<file path="config.mk">
export PLATFORM = sky130hd
export DESIGN_NAME = comparator_serial_param_flat
export DESIGN_NICKNAME = d
export VERILOG_FILES = /design/src/rtl/comparator_serial_param_pkg.sv /design/src/rtl/comparator_serial_param_if.sv /design/src/rtl/comparator_serial_param_digit.sv /design/src/rtl/comparator_serial_param.sv /design/src/flat_wrapper.sv
export SDC_FILE = /design/constraint.sdc
export NUM_CORES = 1
export LEC_CHECK = 0
export BUFFER_PORTS_ARGS = -buffer_cell sky130_fd_sc_hd__buf_2
export CAP_MARGIN = 20
export CORE_AREA = 2 2 92 94
export CTS_BUF_LIST = sky130_fd_sc_hd__clkbuf_2
export CTS_CLUSTER_SIZE = 12
export DETAILED_ROUTE_END_ITERATION = 6
export DIE_AREA = 0 0 94 96
export GPL_ROUTABILITY_DRIVEN = 0
export GPL_TIMING_DRIVEN = 0
export PLACE_DENSITY = 0.71
export SYNTH_ARGS = -nofsm -noshare
export SYNTH_HDL_FRONTEND = slang
export SYNTH_HIERARCHICAL = 1
export SYNTH_SLANG_ARGS = --single-unit
export TNS_END_PERCENT = 1
</file>
<file path="constraint.sdc">
create_clock -name clk -period 4.8 [get_ports clk]
set_input_delay 0.72 -clock clk [delete_from_list [all_inputs] [get_ports clk]]
set_output_delay 0.72 -clock clk [all_outputs]
set_load 0.02 [all_outputs]
</file>
<file path="src/rtl/comparator_serial_param_pkg.sv">
// Shared types and result decode for comparator_serial_param.
// Optional feature macro (used by the top): CMP_EARLY_EXIT_EN.
package cmp_pkg;

  // Relation codes, values match the in_op encoding; 3'b110/3'b111 are reserved.
  typedef enum logic [2:0] {
    EQ = 3'b000,
    NE = 3'b001,
    LT = 3'b010,
    LE = 3'b011,
    GT = 3'b100,
    GE = 3'b101
  } cmp_op_e;

  typedef enum logic [1:0] {
    IDLE = 2'd0,
    SCAN = 2'd1,
    DONE = 2'd2
  } cmp_state_e;

  // Map the sticky lt/gt scan outcome to {res, err} for the requested relation.
  function automatic logic [1:0] cmp_apply(input logic [2:0] op, input logic lt, input logic gt);
    logic       eq;
    logic [1:0] r;
    eq = !lt && !gt;
    r  = 2'b01;
    case (op)
      EQ:      r = {eq, 1'b0};
      NE:      r = {!eq, 1'b0};
      LT:      r = {lt, 1'b0};
      LE:      r = {lt | eq, 1'b0};
      GT:      r = {gt, 1'b0};
      GE:      r = {gt | eq, 1'b0};
      default: r = 2'b01;
    endcase
    return r;
  endfunction

endpackage

</file>
<file path="src/rtl/comparator_serial_param_if.sv">
// Request/response bus of comparator_serial_param.
interface comparator_serial_param_if #(
  parameter int unsigned WIDTH = 32
);
  logic             in_valid;
  logic             in_ready;
  logic [WIDTH-1:0] in_a;
  logic [WIDTH-1:0] in_b;
  logic [2:0]       in_op;
  logic             in_signed;
  logic             out_valid;
  logic             out_ready;
  logic             out_res;
  logic             out_err;

  modport master (
    output in_valid, in_a, in_b, in_op, in_signed, out_ready,
    input  in_ready, out_valid, out_res, out_err
  );

  modport slave (
    input  in_valid, in_a, in_b, in_op, in_signed, out_ready,
    output in_ready, out_valid, out_res, out_err
  );
endinterface

</file>
<file path="src/rtl/comparator_serial_param_digit.sv">
// Single-digit unsigned magnitude compare used by the serial scan.
module cmp_digit #(
  parameter int unsigned DIGIT = 4
) (
  input  logic [DIGIT-1:0] a_d,
  input  logic [DIGIT-1:0] b_d,
  output logic             d_lt,
  output logic             d_gt
);

  assign d_lt = (a_d < b_d);
  assign d_gt = (a_d > b_d);

endmodule

</file>
<file path="src/rtl/comparator_serial_param.sv">
// Digit-serial magnitude comparator, MSB-first, DIGIT bits per SCAN cycle.
// Define CMP_EARLY_EXIT_EN to leave SCAN as soon as the outcome is decided
// (data-dependent latency; only for public operands).
module comparator_serial_param
  import cmp_pkg::*;
#(
  parameter int unsigned WIDTH = 32,
  parameter int unsigned DIGIT = 4
) (
  input logic                     clk,
  input logic                     rst,
  comparator_serial_param_if.slave bus
);

  localparam int unsigned N  = WIDTH / DIGIT;
  localparam int unsigned CW = (N > 1) ? $clog2(N) : 1;
  localparam logic [CW-1:0] CNT_LAST = CW'(N - 1);

  if (WIDTH < 2) begin : g_bad_width
    $error("comparator_serial_param: WIDTH must be >= 2");
  end
  if ((WIDTH % DIGIT) != 0) begin : g_bad_digit
    $error("comparator_serial_param: WIDTH must be a multiple of DIGIT");
  end

  cmp_state_e       state_q;
  logic [WIDTH-1:0] a_q, b_q;
  logic [2:0]       op_q;
  logic [CW-1:0]    cnt_q;
  logic             lt_q, gt_q;
  logic             res_q, err_q;
  logic             in_ready_q, out_valid_q;

  logic [CW-1:0]    idx;
  logic [DIGIT-1:0] a_dig, b_dig;
  logic             d_lt, d_gt;
  logic             lt_d, gt_d;
  logic             last_d;

  // Select the digit under examination: index N-1-cnt, i.e. MSB digit first.
  always_comb begin
    idx   = CNT_LAST - cnt_q;
    a_dig = a_q[idx*DIGIT +: DIGIT];
    b_dig = b_q[idx*DIGIT +: DIGIT];
  end

  cmp_digit #(.DIGIT(DIGIT)) u_digit (
    .a_d  (a_dig),
    .b_d  (b_dig),
    .d_lt (d_lt),
    .d_gt (d_gt)
  );

  // Sticky decision: the first differing digit settles lt/gt; later digits are ignored.
  always_comb begin
    lt_d = lt_q | (!lt_q && !gt_q && d_lt);
    gt_d = gt_q | (!lt_q && !gt_q && d_gt);
`ifdef CMP_EARLY_EXIT_EN
    last_d = (cnt_q == CNT_LAST) || lt_d || gt_d;
`else
    last_d = (cnt_q == CNT_LAST);
`endif
  end

  // Control FSM with registered handshake and result outputs.
  always_ff @(posedge clk) begin
    if (rst) begin
      state_q     <= IDLE;
      a_q         <= '0;
      b_q         <= '0;
      op_q        <= '0;
      cnt_q       <= '0;
      lt_q        <= 1'b0;
      gt_q        <= 1'b0;
      res_q       <= 1'b0;
      err_q       <= 1'b0;
      in_ready_q  <= 1'b1;
      out_valid_q <= 1'b0;
    end else begin
      case (state_q)
        IDLE: begin
          if (bus.in_valid) begin
            // Flipping the sign bit maps two's-complement order onto unsigned order.
            a_q        <= bus.in_a ^ {bus.in_signed, {(WIDTH-1){1'b0}}};
            b_q        <= bus.in_b ^ {bus.in_signed, {(WIDTH-1){1'b0}}};
            op_q       <= bus.in_op;
            cnt_q      <= '0;
            lt_q       <= 1'b0;
            gt_q       <= 1'b0;
            in_ready_q <= 1'b0;
            state_q    <= SCAN;
          end
        end
        SCAN: begin
          lt_q  <= lt_d;
          gt_q  <= gt_d;
          cnt_q <= cnt_q + 1'b1;
          if (last_d) begin
            {res_q, err_q} <= cmp_apply(op_q, lt_d, gt_d);
            out_valid_q    <= 1'b1;
            state_q        <= DONE;
          end
        end
        DONE: begin
          if (bus.out_ready) begin
            out_valid_q <= 1'b0;
            in_ready_q  <= 1'b1;
            state_q     <= IDLE;
          end
        end
        default: begin
          out_valid_q <= 1'b0;
          in_ready_q  <= 1'b1;
          state_q     <= IDLE;
        end
      endcase
    end
  end

  assign bus.in_ready  = in_ready_q;
  assign bus.out_valid = out_valid_q;
  assign bus.out_res   = res_q;
  assign bus.out_err   = err_q;

endmodule
</file>
<file path="src/flat_wrapper.sv">
// flat-port wrapper written by rule: the top's interface ports become plain ports
module comparator_serial_param_flat import cmp_pkg::*;
#(
  parameter int unsigned WIDTH = 32,
  parameter int unsigned DIGIT = 4
)
  (clk, rst, bus_in_valid, bus_in_a, bus_in_b, bus_in_op, bus_in_signed, bus_out_ready, bus_in_ready, bus_out_valid, bus_out_res, bus_out_err);
  comparator_serial_param_if #(.WIDTH(WIDTH)) bus_i ();
  input logic clk;
  input logic rst;
  input wire logic [$bits(bus_i.in_valid)-1:0] bus_in_valid;
  input wire logic [$bits(bus_i.in_a)-1:0] bus_in_a;
  input wire logic [$bits(bus_i.in_b)-1:0] bus_in_b;
  input wire logic [$bits(bus_i.in_op)-1:0] bus_in_op;
  input wire logic [$bits(bus_i.in_signed)-1:0] bus_in_signed;
  input wire logic [$bits(bus_i.out_ready)-1:0] bus_out_ready;
  output wire logic [$bits(bus_i.in_ready)-1:0] bus_in_ready;
  output wire logic [$bits(bus_i.out_valid)-1:0] bus_out_valid;
  output wire logic [$bits(bus_i.out_res)-1:0] bus_out_res;
  output wire logic [$bits(bus_i.out_err)-1:0] bus_out_err;
  assign bus_i.in_valid = bus_in_valid;
  assign bus_i.in_a = bus_in_a;
  assign bus_i.in_b = bus_in_b;
  assign bus_i.in_op = bus_in_op;
  assign bus_i.in_signed = bus_in_signed;
  assign bus_i.out_ready = bus_out_ready;
  assign bus_in_ready = bus_i.in_ready;
  assign bus_out_valid = bus_i.out_valid;
  assign bus_out_res = bus_i.out_res;
  assign bus_out_err = bus_i.out_err;
  comparator_serial_param #(.WIDTH(WIDTH), .DIGIT(DIGIT)) u_core (.clk(clk), .rst(rst), .bus(bus_i));
endmodule
</file>
==> run summary <==
status = completed
Synthesis Warnings = 6
Mapped Area = 0.00351 mm^2
switching pwr = 0.376 mW
Synth area leader = dfxtp_1
cell mode on critical path = buf_2
Seq/Total Area, Yosys = 0.445
clock buffer count from CTS = 9
# rows = 33
Int Power = 0.912 mW
CTS tree = yes
post-CTS setup buffers = 0
Clock power frac = 0.278
Gate Count Post-Synth = 401
Final Hold Viols = 0
Resized cells post-CTS = 0
DR pass1 iterations = 4
die span in x = 94 um
Sw Share = 0.292
Total GRT Usage = 0.198
skew final = 33.7 ps
first-pass GRT wire length = 13600 um
wire length per cell = 14.4 um
chip height = 96 um
H-tree depth = 3
initial antenna violation count = 0
CP max stage cell = dfxtp_1
core area = 0.00805 mm^2
min cycle time layout = 3340 ps
vias in the first global route = 2892
period utilization = 0.696
fraction of layout cells with a size suffix above 1 = 0.259
final std cells w/o fill = 596
Inst Count DP = 580
clk buf depth = 2
combinational share of power = 0.173
DIE AREA = 0.00902 mm^2
synthesized area per cell = 8.74 um^2
vias per cell = 5.13
crit-path cells = buf_2, buf_2, mux4_2, mux2_2, ha_1, nand2_1, o21bai_1, a2bb2oi_1, nor2b_1, nor3_1, o31a_1, a311oi_1
net count after synthesis = 479
CP Launch Type = flip-flop
root buffer cell = clkbuf_2
final max-slew violation count = 0
CP bufs+invs = 2
I/O Buffers = 74
DRT iter0 DRCs = 162
Clock Latency Late Sink = 540 ps
Worst Path Max Fanout = 10
Worst slew margin = 0.608
Synth area leaders = dfxtp_1 (45%), nand2_1 (15%), a21oi_1 (10%)
CP endpoint kind = flip-flop
kind of critical path = flip-flop to flip-flop
Residual DRC = 0
top-area cell type share of the netlist area = 0.445
sequential share of power = 0.550
delay of the slowest cell on the worst path = 390 ps
Hold Path Class = input port to flip-flop
register bit count reported by yosys = 78
Nets = 564
Peak Freq = 299 MHz
# IOs = 76
maximum vdd drop = 0.254 mV
RSZ-0062 raised after global routing = no
Worst Path Required = 5240 ps
# setup viols final = 0
via count = 3056
CP arrival = 3790 ps
Max-cap violations = 0
largest net degree at the start of global routing = 15
cts-stage hold buffer count = 0
Synth-to-Final Area Change = 17.7%
total grt overflow = 0
leakage dissipation = 1.72 nW
Clock Sinks = 78
DRT Wirelength = 8580 um
worst-margin pin slew = 588 ps
cell family with most CP delay = compound AO/OA/AOI/OAI gates
Distinct cells, synth = 39
clk slew on worst S/H paths = 250 ps
Routed Antenna Nets = 0
setup tns final = 0 ps
Cell Pwr Density = 312 mW/mm^2
ant diodes = 0
initial core utilization = 0.435
Detailed Place HPWL = 6390 um
-- cell families after synthesis --
| kind of cell | share of synthesized area |
|---|---|
| simple gates | 0.202 |
| buf+inv | 0.0528 |
| xor+xnor | 0.00500 |
| mux | 0.141 |
| flops | 0.445 |
| fa+ha+maj | 0.0214 |
| compound gates | 0.132 |
-- layer usage --
layer,routed length (um),up-vias,GRT usage
met2,4330,54,0.341
met3,315,16,0.0360
met1,3750,1441,0.245
li1,-,1545,-
met4,177,0,0.0809
met5,0,-,0
-- area by class of cell --
class / count / area [um^2]
tap: 105 / 131
clock inverter: 7 / 73.8
buffer: 30 / 163
timing repair buffer: 74 / 370
sequential: 78 / 1560
clock buffer: 9 / 45.0
inverter: 6 / 22.5
multi-input combinational: 287 / 1760
fill: 808 / 3930
-- synth_stat cells (all sizes together) --
cell,count
nor2,10
and2,1
buf,19
nand2,137
nand2b,4
and3,1
a211oi,2
nor3b,3
a2bb2oi,1
nand3,3
o21ai,1
o21bai,1
inv,6
nor4,1
o311ai,1
a311oi,1
a21oi,72
nor3,3
dfxtp,78
mux4,16
clkbuf,11
xnor2,2
o31a,1
nor2b,5
o211a,1
mux2,8
a32oi,1
o211ai,1
or3b,1
mux2i,1
a22oi,2
ha,6
-- metrics by stage --
step / utilization / setup WS, ps / instance area [um^2] / power, mW / hold WS, ps
floorplan: - / 1940 / 3510 / 0.866 / 432
global placement: 0.498 / 1580 / 4010 / 0.934 / 439
detailed placement: 0.498 / 1520 / 4010 / 0.942 / 444
CTS: 0.513 / 1460 / 4130 / 1.30 / 338
global route: 0.513 / 1250 / 4130 / 1.36 / 322
finish: 0.513 / 1460 / 4130 / 1.29 / 365
-- worst register-to-register path: stages, from the launching register on --
cell       delay, ps
dfxtp_1          390
buf_2            240
buf_2            350
mux4_2           370
mux2_2           280
ha_1             300
nand2_1           80
o21bai_1         160
a2bb2oi_1        310
nor2b_1          230
nor3_1            80
o31a_1           240
a311oi_1         240
-- cells in the final DEF (no fill, tap or decap), drive strengths merged --
master,synthesis,routed
nor2b,5,5
mux2,8,8
nand3,3,3
o211ai,1,1
and3,1,1
a32oi,1,1
nor2,10,10
clkbuf,11,20
nor4,1,1
nand2,137,137
mux2i,1,1
dfxtp,78,78
mux4,16,16
clkinvlp,0,1
nor3b,3,3
o311ai,1,1
clkinv,0,4
o211a,1,1
xnor2,2,2
o21bai,1,1
bufinv,0,1
buf,19,93
o21ai,1,1
nor3,3,3
a311oi,1,1
a211oi,2,2
and2,1,1
nand2b,4,4
inv,6,7
o31a,1,1
a21oi,72,72
or3b,1,1
ha,6,6
a2bb2oi,1,1
a22oi,2,2
-- worst paths after layout --
kind | depth (start not counted) | slack [ps] | to | from
max | 12 | 1460 | u_core/bus.out_res$_SDFFE_PP0P_ | u_core/cnt_q[1]$_SDFFE_PP0P_
min | 3 | 370 | u_core/b_q[10]$_SDFFE_PP0P_ | bus_in_b[10]
max reg2reg | 12 | 1460 | u_core/bus.out_res$_SDFFE_PP0P_ | u_core/cnt_q[1]$_SDFFE_PP0P_
min reg2reg | 2 | 470 | u_core/a_q[25]$_SDFFE_PP0P_ | u_core/a_q[25]$_SDFFE_PP0P_
-- state kept, by name, indices dropped and copies added (netlist names) --
register,cells
u_core/a_q,32
u_core/b_q,32
u_core/cnt_q,3
u_core/op_q,3
u_core/state_q,2
u_core/bus.in_ready,1
u_core/bus.out_err,1
u_core/bus.out_res,1
u_core/bus.out_valid,1
u_core/gt_q,1
u_core/lt_q,1
-- power by group through the flow --
stage                     sequential (mW)  combinational, mW  clock [mW]
after global routing                0.712              0.249       0.395
after global placement              0.718              0.216           0
after floorplan                     0.714              0.152           0
after detailed placement            0.720              0.222           0
final                               0.708              0.222       0.357
after CTS                           0.707              0.223       0.368
Power figures use the tool's default switching activity.
